File: config.mk
export PLATFORM = sky130hd
export DESIGN_NAME = timer_share_arbiter
export DESIGN_NICKNAME = d
export VERILOG_FILES = /design/src/rtl/timer_share_arbiter.sv
export SDC_FILE = /design/constraint.sdc
export NUM_CORES = 1
export LEC_CHECK = 0
export BUFFER_PORTS_ARGS = -buffer_cell sky130_fd_sc_hd__buf_2
export CAP_MARGIN = 20
export CORE_MARGIN = 1.5
export CORE_UTILIZATION = 44
export DETAILED_ROUTE_END_ITERATION = 6
export GPL_ROUTABILITY_DRIVEN = 0
export PLACE_DENSITY = 0.82
export SETUP_SLACK_MARGIN = 0.4
export SYNTH_ARGS = -nofsm -noshare
export SYNTH_HDL_FRONTEND = slang
export SYNTH_SLANG_ARGS = --single-unit
File: constraint.sdc
create_clock -name clk -period 4.9 [get_ports clk]
set_input_delay 0.98 -clock clk [delete_from_list [all_inputs] [get_ports clk]]
set_output_delay 0.98 -clock clk [all_outputs]
set_load 0.05 [all_outputs]
File: src/rtl/timer_share_arbiter.sv
// timer_share_arbiter
//   Shares one timer among NREQ requesters. A round-robin arbiter picks a
//   winner, programs the timer through its register port, waits for the
//   timer interrupt (or a cancel), stops/clears the timer, then pulses done
//   to the winner.
//
//   Optional feature macro: TSA_TIMEOUT_EN
//     defined   : WAIT is bounded by a 16-bit counter; on reaching TIMEOUT the
//                 timer is cleared and err pulses instead of done.
//     undefined : no counter, err tied 0.
//
//   Ports
//     clk, rst               clock (rising), async active-low reset
//     req[NREQ]              level requests, held until done/err
//     req_load[NREQ*16]      per-requester timer load value
//     req_presc[NREQ*3]      per-requester prescaler select
//     grant[NREQ]            one-hot current owner
//     done[NREQ]             1-cycle expiry pulse to the owner
//     err                    1-cycle timeout abort pulse
//     tmr_address            constant TMR_ADDR
//     tmr_timer_conf         load value presented to the timer
//     tmr_config_in          {0,presc,auto_load,en,go,int}
//     tmr_wen / tmr_ren      timer register write / read strobes
//     tmr_config_out         timer status, bit0 = interrupt
module timer_share_arbiter #(
  parameter int          NREQ     = 4,
  parameter logic [7:0]  TMR_ADDR = 8'h00,
  parameter logic [15:0] TIMEOUT  = 16'hFFFF
) (
  input  logic                 clk,
  input  logic                 rst,
  input  logic [NREQ-1:0]      req,
  input  logic [NREQ*16-1:0]   req_load,
  input  logic [NREQ*3-1:0]    req_presc,
  output logic [NREQ-1:0]      grant,
  output logic [NREQ-1:0]      done,
  output logic                 err,
  output logic [7:0]           tmr_address,
  output logic [15:0]          tmr_timer_conf,
  output logic [7:0]           tmr_config_in,
  output logic                 tmr_wen,
  output logic                 tmr_ren,
  input  logic [7:0]           tmr_config_out
);

  localparam int PW = (NREQ > 1) ? $clog2(NREQ) : 1;

  localparam logic [2:0] S_INIT  = 3'd0;
  localparam logic [2:0] S_IDLE  = 3'd1;
  localparam logic [2:0] S_LOAD  = 3'd2;
  localparam logic [2:0] S_WAIT  = 3'd3;
  localparam logic [2:0] S_CLEAR = 3'd4;
  localparam logic [2:0] S_DONE  = 3'd5;

  logic [2:0]    state;
  logic [PW-1:0] ptr, win;
  logic [15:0]   conf_r;
  logic [2:0]    presc_r;
  logic          exp_f;   // WAIT ended by interrupt (vs cancel/timeout)

  // Round-robin pick: first set req bit at or after ptr, wrapping.
  logic [PW-1:0] pick;
  logic          found;
  int            idx;

  always_comb begin
    pick  = '0;
    found = 1'b0;
    idx   = 0;
    for (int i = 0; i < NREQ; i++) begin
      idx = (int'(ptr) + i) % NREQ;
      if (!found && req[PW'(idx)]) begin
        found = 1'b1;
        pick  = PW'(idx);
      end
    end
  end

  logic irq;
  assign irq = tmr_config_out[0];

`ifdef TSA_TIMEOUT_EN
  logic [15:0] cnt;
  logic [15:0] cnt_nxt;
  logic        to_f;
  assign cnt_nxt = cnt + 16'd1;
  logic unused_cfg;
  assign unused_cfg = ^tmr_config_out[7:1];
`else
  logic unused_cfg;
  assign unused_cfg = ^{tmr_config_out[7:1], TIMEOUT};
`endif

  always_ff @(posedge clk or negedge rst) begin
    if (!rst) begin
      state   <= S_INIT;
      grant   <= '0;
      ptr     <= '0;
      win     <= '0;
      conf_r  <= '0;
      presc_r <= '0;
      exp_f   <= 1'b0;
`ifdef TSA_TIMEOUT_EN
      cnt     <= '0;
      to_f    <= 1'b0;
`endif
    end else begin
      case (state)
        S_INIT: state <= S_IDLE;
        S_IDLE: begin
          if (found) begin
            grant   <= NREQ'(1) << pick;
            win     <= pick;
            conf_r  <= req_load[16*pick +: 16];
            presc_r <= req_presc[3*pick +: 3];
            state   <= S_LOAD;
          end
        end
        S_LOAD: begin
`ifdef TSA_TIMEOUT_EN
          cnt   <= '0;
`endif
          state <= S_WAIT;
        end
        S_WAIT: begin
          // Interrupt has priority over a simultaneous cancel.
          if (irq) begin
            exp_f <= 1'b1;
            state <= S_CLEAR;
          end else if (!req[win]) begin
            exp_f <= 1'b0;
            state <= S_CLEAR;
          end
`ifdef TSA_TIMEOUT_EN
          else if (cnt_nxt == TIMEOUT) begin
            exp_f <= 1'b0;
            to_f  <= 1'b1;
            state <= S_CLEAR;
          end else begin
            cnt <= cnt_nxt;
          end
`endif
        end
        S_CLEAR: state <= S_DONE;
        S_DONE: begin
          grant <= '0;
          exp_f <= 1'b0;
`ifdef TSA_TIMEOUT_EN
          to_f  <= 1'b0;
`endif
          // Winner drops to lowest priority for the next round.
          ptr   <= (win == PW'(NREQ-1)) ? '0 : win + 1'b1;
          state <= S_IDLE;
        end
        default: state <= S_INIT;
      endcase
    end
  end

  // INIT is the reset state; gate its write strobe so wen stays low while
  // reset is held and the stop write happens in the first cycle after release.
  assign tmr_wen        = rst & ((state == S_INIT) | (state == S_LOAD) | (state == S_CLEAR));
  assign tmr_ren        = (state == S_WAIT);
  assign tmr_address    = TMR_ADDR;
  assign tmr_timer_conf = conf_r;
  // {0, presc, auto_load=0, en=1, go=1, int=0}
  assign tmr_config_in  = (state == S_LOAD) ? {1'b0, presc_r, 4'b0110} : 8'h00;
  assign done           = (state == S_DONE && exp_f) ? grant : '0;
`ifdef TSA_TIMEOUT_EN
  assign err            = (state == S_DONE) & to_f;
`else
  assign err            = 1'b0;
`endif

endmodule

==> flow_metrics.env <==
export IMPL_status="finished clean"
export IMPL_cp_buffers_inverters=4
export IMPL_gr_total_overflow=0
export IMPL_cts_root_buf="clkbuf_8"
export IMPL_clk_pin_slew_ps=70
export IMPL_grt_use_total_pct=22.80
export IMPL_num_vias=2326
export IMPL_cts_tree="yes"
export IMPL_drc=0
export IMPL_timing_fmax_mhz=341.6
export IMPL_finalHoldViolations=0
export IMPL_hp_class="reg2reg"
export IMPL_multi_input_area_um2=1134
export IMPL_antenna_left=0
export IMPL_fillers=450
export IMPL_crit_arrival_ps=1950
export IMPL_hpwl_um=4427
export IMPL_routed_wl_um=6059
export IMPL_cp_end_kind="output pin"
export IMPL_worstReg2RegEnd="tmr_timer_conf[11]$_DFFE_PN0P_"
export IMPL_vdd_drop_max_v=0.0003497
export IMPL_slowest_delay_ps=360
export IMPL_ys_warn_count=0
export IMPL_ys_ff_latch=31
export IMPL_dieArea_um2=5242
export IMPL_grt_max_degree=33
export IMPL_cts_hold_buf=0
export IMPL_seq_area_um2=775.7
export IMPL_clk_insertion_delay_late_ps=290
export IMPL_p_sw_w=0.0009853
export IMPL_die_x_um=72.41
export IMPL_clkPwrFrac_pct=14.3
export IMPL_skew_ps=8.621
export IMPL_dr_pass1_iters=5
export IMPL_clockBufferDepth=2
export IMPL_swShare_pct=52.99
export IMPL_worstSetupStartpointType="input port"
export IMPL_grt_use_met3_pct=6.528
export IMPL_path_cells="buf_2 -> buf_4 -> inv_1 -> a211oi_1 -> buf_2"
export IMPL_syn_area_um2=2120
export IMPL_crit_slowest_cell="buf_4"
export IMPL_layout_drive_gt1_share_pct=36.89
export IMPL_start_util_pct=45.17
export IMPL_cts_setup_buffers=0
export IMPL_detail_route_wl_per_cell_um=15.11
export IMPL_core_um2=4692
export IMPL_grtUsageMet2_pct=34.98
export IMPL_crit_top_cell="buf_2"
export IMPL_placementRows=25
export IMPL_slew_viol_final=0
export IMPL_port_buffers=113
export IMPL_cp_startpoint="rst"
export IMPL_rsz0062_at_grt="false"
export IMPL_maxCapViolations=0
export IMPL_slew_limit_headroom_pct=30.10
export IMPL_busiest_layer="met2"
export IMPL_rr_worst_depth=6
export IMPL_first_iter_violations=176
export IMPL_syn_area_per_cell_um2=8.616
export IMPL_p_leak_nw=1.355
export IMPL_area_growth_pct=27.27
export IMPL_finalSetupTns_ps=0
export IMPL_worstSetupPathType="in2out"
export IMPL_fin_nets=437
export IMPL_reg2reg_slack_ps=2620
export IMPL_final_setup_viol_count=0
export IMPL_ys_seq_area_share_pct=36.60
export IMPL_h_tree_depth=2
export IMPL_cp_top_family="buffers and inverters"
export IMPL_internal_power_w=0.0008742
export IMPL_p_per_area_nw_per_um2=689.3
export IMPL_hold_slack_ps=525.0
export IMPL_period_needed_ps=2927
export IMPL_cp_depth=5
export IMPL_cts_made_buffers=5
export IMPL_min_from="tmr_timer_conf[7]$_DFFE_PN0P_"
export IMPL_vias_per_cell=5.800
export IMPL_crit_path_end="tmr_wen"
export IMPL_seq_power_share_pct=25.7
export IMPL_critical_path_max_fanout=32
export IMPL_final_common_cell="buf_2"
export IMPL_clock_sinks=31
export IMPL_die_y_um=72.41
export IMPL_grt_pass1_vias=1953
export IMPL_antenna_found_initial=0
export IMPL_diodes=0
export IMPL_tightest_slew_ps=1044
export IMPL_min_period_over_period_pct=59.74
export IMPL_r2r_start="ptr[1]$_DFFE_PN0N_"
export IMPL_use_met1_pct=30.99
export IMPL_synthCells=246
export IMPL_synth_cell_types=40
export IMPL_p_comb_share_pct=60.0
export IMPL_required_ps=3920
export IMPL_grt_pass1_wl_um=9301
export IMPL_mostFrequentLayoutCells="buf_2, nand3_1, dfrtp_1"
export IMPL_io_pin_count=133
export IMPL_cts_resized=0
## sequential cells by signal, summed over array words and instances, names as in the netlist
| name | count |
|---|---|
| exp_f | 1 |
| grant | 4 |
| presc_r | 3 |
| ptr | 2 |
| state | 3 |
| tmr_timer_conf | 16 |
| win | 2 |
## through the flow
stage | worst slack, ps | area (µm²) | instances | total power (W) | utilization (%)
after global routing | 1799 | 2698 | 401 | 0.001973 | 57.49
after CTS | 1940 | 2698 | 401 | 0.001859 | 57.49
final | 1973 | 2698 | 401 | 0.001859 | 57.49
after detailed placement | 1939 | 2580 | 393 | 0.001591 | 54.99
after global placement | 1930 | 2580 | 393 | 0.001571 | 54.99
after floorplan | 1761 | 2161 | 257 | 0.001381 | -
## power groups by stage
stage	registers [W]	logic, W	clock network (W)
floorplan	0.000735	0.000646	0
global placement	0.000477	0.00109	0
detailed placement	0.000480	0.00111	0
CTS	0.000477	0.00111	0.000269
global route	0.000496	0.00119	0.000285
finish	0.000478	0.00112	0.000267
## synth_stat cells, drive strengths merged
master | instances | area [µm²]
nand3 | 33 | 165.2
nand4 | 5 | 31.28
o211ai | 1 | 7.510
mux4 | 1 | 26.28
a21boi | 1 | 7.510
nand2b | 3 | 18.77
inv | 6 | 22.52
o21a | 4 | 30.03
nand2 | 18 | 67.56
conb | 1 | 3.750
o31ai | 5 | 37.54
a22o | 1 | 8.760
nor2 | 20 | 75.07
and2b | 1 | 7.510
o221a | 1 | 11.26
clkbuf | 5 | 23.77
a21o | 3 | 22.52
a211oi | 2 | 27.53
a21oi | 10 | 50.05
ha | 1 | 12.51
o211a | 1 | 10.01
a221oi | 14 | 122.6
nor2b | 5 | 31.28
and3 | 4 | 25.02
buf | 28 | 207.7
o21ai | 7 | 35.03
and4b | 1 | 13.76
and2 | 5 | 31.28
a31oi | 15 | 93.84
dfrtp | 31 | 775.7
or3 | 2 | 12.51
o22a | 5 | 43.79
nor3 | 1 | 10.01
a221o | 5 | 50.05
## metal layers
layer  wire length (µm)  share of wire (%)
met2               2900                 48
met3                552                9.1
met5                  0                  0
met1               2490                 41
met4                116                1.9
## cell families after synthesis
logic type               count (synthesis)  share of synthesized area [%]
AND/OR/NAND/NOR                         98                          23.08
AO/OA/AOI/OAI                           75                          26.33
buffers and inverters                   39                          11.98
flip-flops                              31                          36.60
multiplexers                             1                          1.240
adder cells (fa/ha/maj)                  1                         0.5902
other                                    1                         0.1769
## how the worst min path moves through the flow
stage / end / cells past startpoint / slack [ps]
floorplan: presc_r[0]$_DFFE_PN0P_ / 1 / 470
global placement: tmr_timer_conf[0]$_DFFE_PN0P_ / 1 / 490
detailed placement: tmr_timer_conf[7]$_DFFE_PN0P_ / 1 / 490
CTS: tmr_timer_conf[7]$_DFFE_PN0P_ / 1 / 520
global route: tmr_timer_conf[7]$_DFFE_PN0P_ / 1 / 540
finish: tmr_timer_conf[7]$_DFFE_PN0P_ / 1 / 520
## cell type report
type / instances / area share (%)
inverter: 6 / 0.8349
clock inverter: 2 / 1.299
clock buffer: 6 / 3.061
tap: 54 / 2.505
timing repair buffer: 115 / 21.52
multi-input combinational: 187 / 42.02
sequential: 31 / 28.76
(Power assumes the default switching activity.)
